$ cat src/rtl/uart_tx_fifo_wrapper.sv
// Memory-mapped UART transmitter: TX FIFO, serial engine, sticky status, irq.
module uart_tx_fifo_wrapper #(
  parameter int CLKS_PER_BIT = 87,
  parameter int DATA_BITS    = 8,
  parameter int FIFO_DEPTH   = 8
) (
  input  logic       clk,
  input  logic       rst_n,
  input  logic       read,
  input  logic       write,
  input  logic [2:0] addr,
  input  logic [7:0] data_in,
  output logic [7:0] data_out,
  output logic       ready,
  output logic       tx,
  output logic       irq
);

  localparam int AW = $clog2(FIFO_DEPTH);
  localparam int CW = $clog2(CLKS_PER_BIT);
  localparam int BW = $clog2(DATA_BITS);

  typedef enum logic [2:0] {IDLE, START, DATA, PARITY, STOP} state_t;

  state_t               state;
  logic [DATA_BITS-1:0] mem [FIFO_DEPTH];
  logic [AW-1:0]        wptr, rptr;
  logic [AW:0]          count;
  logic [4:0]           ctrl;
  logic                 ovf, done;
  logic [CW-1:0]        baud;
  logic [BW-1:0]        bit_cnt;
  logic [BW-1:0]        nxt_bit;
  logic [DATA_BITS-1:0] shreg;
  logic                 par_en_l, par_odd_l, stop2_l;

  logic full, empty, push_req, push, pop, w1c;
  logic baud_last, stop_last, done_set;

  assign full      = (count == (AW+1)'(FIFO_DEPTH));
  assign empty     = (count == '0);
  assign push_req  = write && (addr == 3'd0);
  // A full FIFO refuses the push even if the engine pops in the same cycle.
  assign push      = push_req && !full;
  assign pop       = (state == IDLE) && ctrl[0] && !empty;
  assign w1c       = write && (addr == 3'd2);
  assign baud_last = (baud == CW'(CLKS_PER_BIT - 1));
  assign stop_last = !stop2_l || (bit_cnt == BW'(1));
  assign done_set  = (state == STOP) && baud_last && stop_last && empty;
  assign nxt_bit   = bit_cnt + 1'b1;
  assign ready     = ~full;

  // FIFO storage; contents need no reset since count gates every read.
  always_ff @(posedge clk) begin
    if (push) mem[wptr] <= data_in[DATA_BITS-1:0];
  end

  // FIFO pointers and occupancy.
  always_ff @(posedge clk or negedge rst_n) begin
    if (!rst_n) begin
      wptr  <= '0;
      rptr  <= '0;
      count <= '0;
    end else begin
      if (push) wptr <= wptr + 1'b1;
      if (pop)  rptr <= rptr + 1'b1;
      case ({push, pop})
        2'b10:   count <= count + 1'b1;
        2'b01:   count <= count - 1'b1;
        default: ;
      endcase
    end
  end

  // Control register, sticky flags (set beats W1C) and registered irq.
  always_ff @(posedge clk or negedge rst_n) begin
    if (!rst_n) begin
      ctrl <= '0;
      ovf  <= 1'b0;
      done <= 1'b0;
      irq  <= 1'b0;
    end else begin
      if (write && addr == 3'd1) ctrl <= data_in[4:0];
      ovf  <= (ovf  & ~(w1c & data_in[3])) | (push_req & full);
      done <= (done & ~(w1c & data_in[4])) | done_set;
      irq  <= ctrl[4] & (ovf | done);
    end
  end

  // Serial engine; frame settings are latched at pop so CTRL edits wait a frame.
  always_ff @(posedge clk or negedge rst_n) begin
    if (!rst_n) begin
      state     <= IDLE;
      tx        <= 1'b1;
      baud      <= '0;
      bit_cnt   <= '0;
      shreg     <= '0;
      par_en_l  <= 1'b0;
      par_odd_l <= 1'b0;
      stop2_l   <= 1'b0;
    end else begin
      case (state)
        IDLE: begin
          tx      <= 1'b1;
          baud    <= '0;
          bit_cnt <= '0;
          if (pop) begin
            shreg     <= mem[rptr];
            par_en_l  <= ctrl[1];
            par_odd_l <= ctrl[2];
            stop2_l   <= ctrl[3];
            tx        <= 1'b0;
            state     <= START;
          end
        end
        START: begin
          if (baud_last) begin
            baud  <= '0;
            tx    <= shreg[0];
            state <= DATA;
          end else baud <= baud + 1'b1;
        end
        DATA: begin
          if (baud_last) begin
            baud <= '0;
            if (bit_cnt == BW'(DATA_BITS - 1)) begin
              bit_cnt <= '0;
              if (par_en_l) begin
                tx    <= (^shreg) ^ par_odd_l;
                state <= PARITY;
              end else begin
                tx    <= 1'b1;
                state <= STOP;
              end
            end else begin
              bit_cnt <= nxt_bit;
              tx      <= shreg[nxt_bit];
            end
          end else baud <= baud + 1'b1;
        end
        PARITY: begin
          if (baud_last) begin
            baud  <= '0;
            tx    <= 1'b1;
            state <= STOP;
          end else baud <= baud + 1'b1;
        end
        STOP: begin
          // bit_cnt counts stop bits here
          if (baud_last) begin
            baud <= '0;
            if (stop_last) begin
              bit_cnt <= '0;
              state   <= IDLE;
            end else bit_cnt <= nxt_bit;
          end else baud <= baud + 1'b1;
        end
        default: state <= IDLE;
      endcase
    end
  end

  // Combinational read mux; zero when idle or unmapped.
  always_comb begin
    data_out = 8'h00;
    if (read) begin
      case (addr)
        3'd1:    data_out = {3'b000, ctrl};
        3'd2:    data_out = {3'b000, done, ovf, (state != IDLE), full, empty};
        3'd3:    data_out = 8'(count);
        default: data_out = 8'h00;
      endcase
    end
  end

endmodule

$ cat config.mk
export PLATFORM = sky130hd
export DESIGN_NAME = uart_tx_fifo_wrapper
export DESIGN_NICKNAME = d
export VERILOG_FILES = /design/src/rtl/uart_tx_fifo_wrapper.sv
export SDC_FILE = /design/constraint.sdc
export NUM_CORES = 1
export LEC_CHECK = 0
export BUFFER_PORTS_ARGS = -buffer_cell sky130_fd_sc_hd__buf_2
export CORE_AREA = 2 2 102 104
export CTS_CLUSTER_SIZE = 8
export DETAILED_ROUTE_END_ITERATION = 8
export DIE_AREA = 0 0 104 106
export PLACE_DENSITY = 0.71
export SLEW_MARGIN = 20
export SYNTH_ARGS = -nofsm -noshare
export SYNTH_HDL_FRONTEND = slang
export SYNTH_SLANG_ARGS = --single-unit
$ cat constraint.sdc
create_clock -name clk -period 3.7 [get_ports clk]
set_clock_uncertainty 0.2 [all_clocks]
set_input_delay 0.185 -clock clk [delete_from_list [all_inputs] [get_ports clk]]
set_output_delay 0.185 -clock clk [all_outputs]
set_load 0.02 [all_outputs]
==> results_dict.tcl, run 1 <==
set metrics [dict create \
    hpwl_um 6040 \
    drtIter0Drc 176 \
    drtAntennaViolNets 0 \
    swShare 0.324 \
    max_cap_violations 0 \
    initial_utilization 0.489 \
    synth-seq-area-share 0.614 \
    chipHeight_um 106 \
    critPathSlowestCell "dlygate4sd3_1" \
    finalSetupViolCount 0 \
    rows 37 \
    hold_path_startpoint "addr[1]" \
    power_frac_comb 0.283 \
    worstSetupEndpointType "flop" \
    path_clk_slew_ns 0.11 \
    cts_max_path_buffers 2 \
    whs_ns 0.101 \
    arrival_ns 3.06 \
    tightestPinTransition_ns 0.876 \
    routed_wl_um 8940 \
    cp_cell_sequence "dlygate4sd3_1 > buf_2 > or3b_2 > nor3_1 > inv_1 > ha_1 > xor2_1 > ha_1 > a21oi_1 > xor2_1 > nor2_1 > xor2_1" \
    vias_per_cell 5.55 \
    crit_top_cell "xor2_1" \
    die-area_um2 11000 \
    synth_seq_cells 107 \
    max_freq_mhz 333 \
    grt_antenna_before_repair 0 \
    io_buffers 22 \
    grt_max_degree 44 \
    fin_crit_ns 3.00 \
    gr-usage-all-layers 0.177 \
    crit_family "simple AND/OR/NAND/NOR gates" \
    wl_per_cell_um 17.0 \
    cp_max_fo 5 \
    switchingPower_uw 1120 \
    clock_latency_ns 0.37 \
    cts_buffers 9 \
    syn_avg_cell_area_um2 14.1 \
    critical_path.max_stage_delay_ns 0.53 \
    clock_power_share 0.220 \
    crit_buf_inv 3 \
    critPathLaunchType "input port" \
    post-route-period-util 0.812 \
    synth-async-reset-ratio 0.402 \
    syn_area_um2 4890 \
    setup_tns_ns 0 \
    gp_congestion 0.836 \
    hold_path.class "in2reg" \
    outcome "finished, final reports clean" \
    antennaDiodeCount 0 \
    critical_path_required_ns 3.76 \
    nFillCells 804 \
    worstHoldPathCells 4 \
    worstRegToRegCells 11 \
    min_to "done" \
    maxSlewHeadroom 0.416 \
    grt.overflow.total 0 \
    timing.rr.start "count[1]" \
    vias 2913 \
    cts_tree "built" \
    synth-main-ff-cell "edfxtp_1" \
    reg2reg_slack_ns 0.80 \
    htreeDepth 3 \
    synthCells 347 \
    grt_pass1_vias 2855 \
    cts_resized 0 \
    core_um2 10000 \
    ios 26 \
    power.internal_uw 2340 \
    rsz0062_at_grt "false" \
    fp.dieW_um 104 \
    cts_setup_buffers 0 \
    cellPowerDensity_nw_per_um2 630 \
    root_buffer "clkbuf_8" \
    seq_power_share 0.497 \
    hold_viol 0 \
    layout-drive-gt1-share 0.219 \
    route.detailed.drc 0 \
    drt-pass1-iter-count 4 \
    synth-edff-count 64 \
    p_leak_uw 0.00209 \
    slew_viol_final 0 \
    cts_sinks 107 \
    nets 409 \
    worstReg2RegEnd "count[2]" \
    grt_pass1_wl_um 14900 \
    post_synth_num_cell_types 51 \
    peakVddDrop_uv 400 \
    area_growth_pct 12.5 \
    ys_warn_count 0 \
    path_class "in2reg" \
]
[flip-flops by register name, summed over array words and instances (netlist names), 3 cells and up]
name and count:
bit_cnt 3, baud 7, state 3, rptr 3
count 4, wptr 3, mem 64, ctrl 5
shreg 8
[layout make-up]
type                       count  area (µm²)  area share
multi-input combinational    217        1780       0.325
inverter                       6        22.5     0.00410
tap                          136         170      0.0310
clock buffer                   9         124      0.0225
sequential                   107        3000       0.546
timing repair buffer          43         298      0.0542
clock inverter                 7        97.6      0.0178
[cells in the mapped netlist, drive strengths merged, types with 2 or more instances]
master | number | share of area
mux2 | 15 | 0.035
dfrtp | 42 | 0.22
clkbuf | 11 | 0.0087
or4 | 3 | 0.0046
buf | 8 | 0.0092
xor2 | 7 | 0.013
a21oi | 15 | 0.015
mux4 | 18 | 0.083
o41ai | 4 | 0.0072
or2 | 2 | 0.0026
nor2b | 9 | 0.012
nand3 | 2 | 0.0020
nor2 | 24 | 0.018
a22oi | 3 | 0.0046
nand2 | 21 | 0.016
o31ai | 3 | 0.0046
inv | 6 | 0.0046
nand3b | 2 | 0.0031
and3 | 3 | 0.0038
o211ai | 2 | 0.0031
edfxtp | 64 | 0.39
and2 | 3 | 0.0038
nor3b | 2 | 0.0031
ha | 10 | 0.026
nor3 | 6 | 0.0061
xnor2 | 8 | 0.014
o21ai | 18 | 0.018
nand2b | 10 | 0.013
mux2i | 9 | 0.018
[placed cells by master (no fill, tap or decap), types with 3 or more instances in the layout]
master	count
edfxtp_1	64
dfrtp_1	42
nor2_1	24
nand2_1	21
buf_2	21
o21ai_0	18
mux4_2	18
a21oi_1	15
mux2_2	13
dlygate4sd3_1	11
buf_4	11
nand2b_1	10
ha_1	10
nor2b_1	9
mux2i_1	9
clkbuf_8	9
xnor2_1	8
xor2_1	7
inv_1	6
nor3_1	6
o41ai_1	4
and2_1	3
or4_1	3
a22oi_1	3
o31ai_1	3
and3_1	3
conb_1	3
inv_8	3
[how the worst max path moves through the flow]
stage / startpoint / endpoint / slack [ns] / cells past startpoint
after global routing: addr[2] / count[2] / 0.51 / 12
final: addr[2] / count[2] / 0.70 / 12
after global placement: addr[0] / count[2] / 0.87 / 11
after CTS: addr[2] / count[2] / 0.72 / 12
after detailed placement: addr[0] / count[2] / 0.82 / 11
after floorplan: count[2] / count[2] / 0.71 / 12
[stage by stage]
stage	utilization	instance area, µm²	setup WS [ns]	total power, µW	instances
2_1_floorplan	-	4890	0.706	2470	349
3_3_place_gp	0.516	5160	0.868	2690	498
3_5_place_dp	0.516	5160	0.817	2730	498
4_1_cts	0.549	5490	0.724	3500	525
5_1_grt	0.550	5500	0.510	3690	525
6_report	0.550	5500	0.696	3460	525
[power by group through the flow]
stage	Sequential [µW]	Clock (µW)	Combinational [µW]
after floorplan	1600	0	878
after global placement	1740	0	951
after detailed placement	1750	0	977
after CTS	1720	790	990
after global routing	1770	834	1090
final	1720	763	979
[kinds of logic after synthesis]
| group | after synthesis | share of synthesized area |
|---|---|---|
| other | 1 | 0.000768 |
| and+or+nand+nor | 93 | 0.102 |
| DFF | 107 | 0.614 |
| xor gates and xnor gates | 16 | 0.0315 |
| AOI/OAI and AO/OA | 52 | 0.0650 |
| muxes | 42 | 0.136 |
| buffers and inverters | 25 | 0.0225 |
| adders and majority gates | 11 | 0.0279 |
[per-layer routing]
layer	GRT usage	up-vias	wire (µm)
met2	0.279	66	4390
met4	0.0772	0	150
li1	-	1369	-
met1	0.245	1466	4070
met3	0.0307	12	326
met5	0	-	0
[worst min-delay path: cells and delay by family]
family | cells | cell delay (ns)
buf+inv | 1 | 0.17
compound gates | 2 | 0.19
simple gates | 1 | 0.08
[repair_timing]
action / 4_1_cts / 5_1_grt
endpoints found under the setup margin: 0 / 0
hold buffers: 11 / 0
endpoints found under the hold margin: 111 / 0
No activity file was read; power rests on OpenSTA's default activity.
==> inputs of run 2 (changes only) <==
==> constraint.sdc (replaced) <==
create_clock -name clk -period 2.8 [get_ports clk]
set_clock_uncertainty 0.2 [all_clocks]
set_input_delay 0.14 -clock clk [delete_from_list [all_inputs] [get_ports clk]]
set_output_delay 0.14 -clock clk [all_outputs]
set_load 0.02 [all_outputs]
==> results_dict.tcl, run 2 (synthesis results as in run 1) <==
set metrics [dict create \
    layout_commonest_cell "edfxtp_1" \
    tightestPinTransition_ns 0.945 \
    layout-drive-gt1-share 0.244 \
    io_buffers 22 \
    htreeDepth 3 \
    nets 413 \
    rsz0062_at_grt "false" \
    grt.overflow.total 0 \
    crit_family "simple AND/OR/NAND/NOR gates" \
    cts_buffers 9 \
    post-route-period-util 0.933 \
    path_clk_slew_ns 0.10 \
    arrival_ns 2.67 \
    clock_latency_ns 0.37 \
    critPathSlowestCell "or4_4" \
    cp_cell_sequence "or4_4 > and4b_1 > ha_2 > xor2_1 > ha_2 > a21oi_2 > xor2_1 > nor2_1 > xor2_1" \
    ios 26 \
    worstSetupEndpointType "flop" \
    outcome "finished, final reports clean" \
    max_freq_mhz 383 \
    crit_buf_inv 0 \
    drtIter0Drc 95 \
    dpl_worst_slack_ns 0.211 \
    vias_per_cell 5.46 \
    path_class "reg2reg" \
    rows 37 \
    setup_tns_ns 0 \
    crit_top_cell "xor2_1" \
    hold_viol 0 \
    hpwl_um 5970 \
    top_regs "mem: 64 flops, shreg: 8 flops, baud: 7 flops" \
    grt_antenna_before_repair 0 \
    drtAntennaViolNets 0 \
    cts_setup_buffers 0 \
    maxSlewHeadroom 0.370 \
    peakVddDrop_uv 432 \
    chipHeight_um 106 \
    worst_slack_ns 0.188 \
    grt_pass1_wl_um 14600 \
    finalSetupViolCount 0 \
    wl_per_cell_um 16.4 \
    die-area_um2 11000 \
    vias 2888 \
    critical_path_required_ns 2.86 \
    grt_max_degree 44 \
    drt-pass1-iter-count 5 \
    core_um2 10000 \
    p_leak_uw 0.00212 \
    routed_wl_um 8670 \
    cp_max_fo 6 \
    layout_common_cells "edfxtp_1 (64), dfrtp_1 (40), nor2_1 (24), buf_2 (22), nand2_1 (21)" \
    cts_max_path_buffers 2 \
    regMostFlops "mem" \
    cellPowerDensity_nw_per_um2 844 \
    gp_congestion 0.850 \
    critPathLaunchType "flop" \
    initial_utilization 0.489 \
    root_buffer "clkbuf_8" \
    grt_pass1_vias 2931 \
    cts_sinks 107 \
    largest_reg_flops 64 \
    slew_viol_final 0 \
    route.detailed.drc 0 \
    fp.dieW_um 104 \
    cts_tree "built" \
    critical_path.max_stage_delay_ns 0.56 \
    gr-usage-all-layers 0.169 \
    area_growth_pct 14.2 \
    fin_crit_ns 2.61 \
    antennaDiodeCount 0 \
    max_cap_violations 0 \
    hold_path.class "in2reg" \
]
## run 2: layer usage
layer,up-vias,share of wire,track usage
met4,0,0.015,0.0502
met3,12,0.030,0.0405
met2,48,0.51,0.292
li1,1367,-,-
met5,-,0,0
met1,1461,0.44,0.213
## run 2: metrics by stage
step	util	cells	power, µW	hold WS [ns]	cell area, µm²
2_1_floorplan	-	349	3300	-0.356	4940
3_3_place_gp	0.520	502	3570	0.140	5200
3_5_place_dp	0.520	502	3620	0.153	5200
4_1_cts	0.557	529	4750	0.0383	5570
5_1_grt	0.558	529	5010	0.0791	5580
6_report	0.558	529	4710	0.0534	5580
## run 2: repair_timing
item | in CTS | in global routing
endpoints found under the hold margin | 112 | 0
endpoints found under the setup margin | 0 | 1
hold buffers | 11 | 0
resized for setup | 0 | 4
## run 2: area by class of cell
cell class / count / area (µm²)
Clock inverter: 7 / 129
Clock buffer: 9 / 124
Multi-Input combinational cell: 217 / 1810
Fill cell: 819 / 4420
Tap cell: 136 / 170
Inverter: 6 / 22.5
Sequential cell: 107 / 3000
Timing Repair Buffer: 47 / 325
## run 2: final timing paths
check                      startpoint  depth (start not counted)  slack [ns]  endpoint
hold reg to reg               baud[5]                          1        0.31   baud[5]
max in group asynchronous       rst_n                          2        1.51  count[1]
hold / removal                addr[2]                          4        0.05      done
setup / recovery             count[2]                          9        0.19  count[2]
setup reg to reg             count[2]                          9        0.19  count[2]
min in group asynchronous       rst_n                          2        0.25   baud[4]
## run 2: worst register-to-register path: stages, from the launching register on
cell     delay, ns
dfrtp_2       0.48
or4_4         0.56
and4b_1       0.23
ha_2          0.23
xor2_1        0.15
ha_2          0.18
a21oi_2       0.12
xor2_1        0.16
nor2_1        0.07
xor2_1        0.14
## run 2: where the power goes
| group | total [µW] | switching, µW | leakage (µW) | internal (µW) |
|---|---|---|---|---|
| registers | 2220 | 313 | 0.00110 | 1910 |
| logic | 1380 | 612 | 0.000898 | 771 |
| clock network | 1110 | 573 | 0.000124 | 535 |
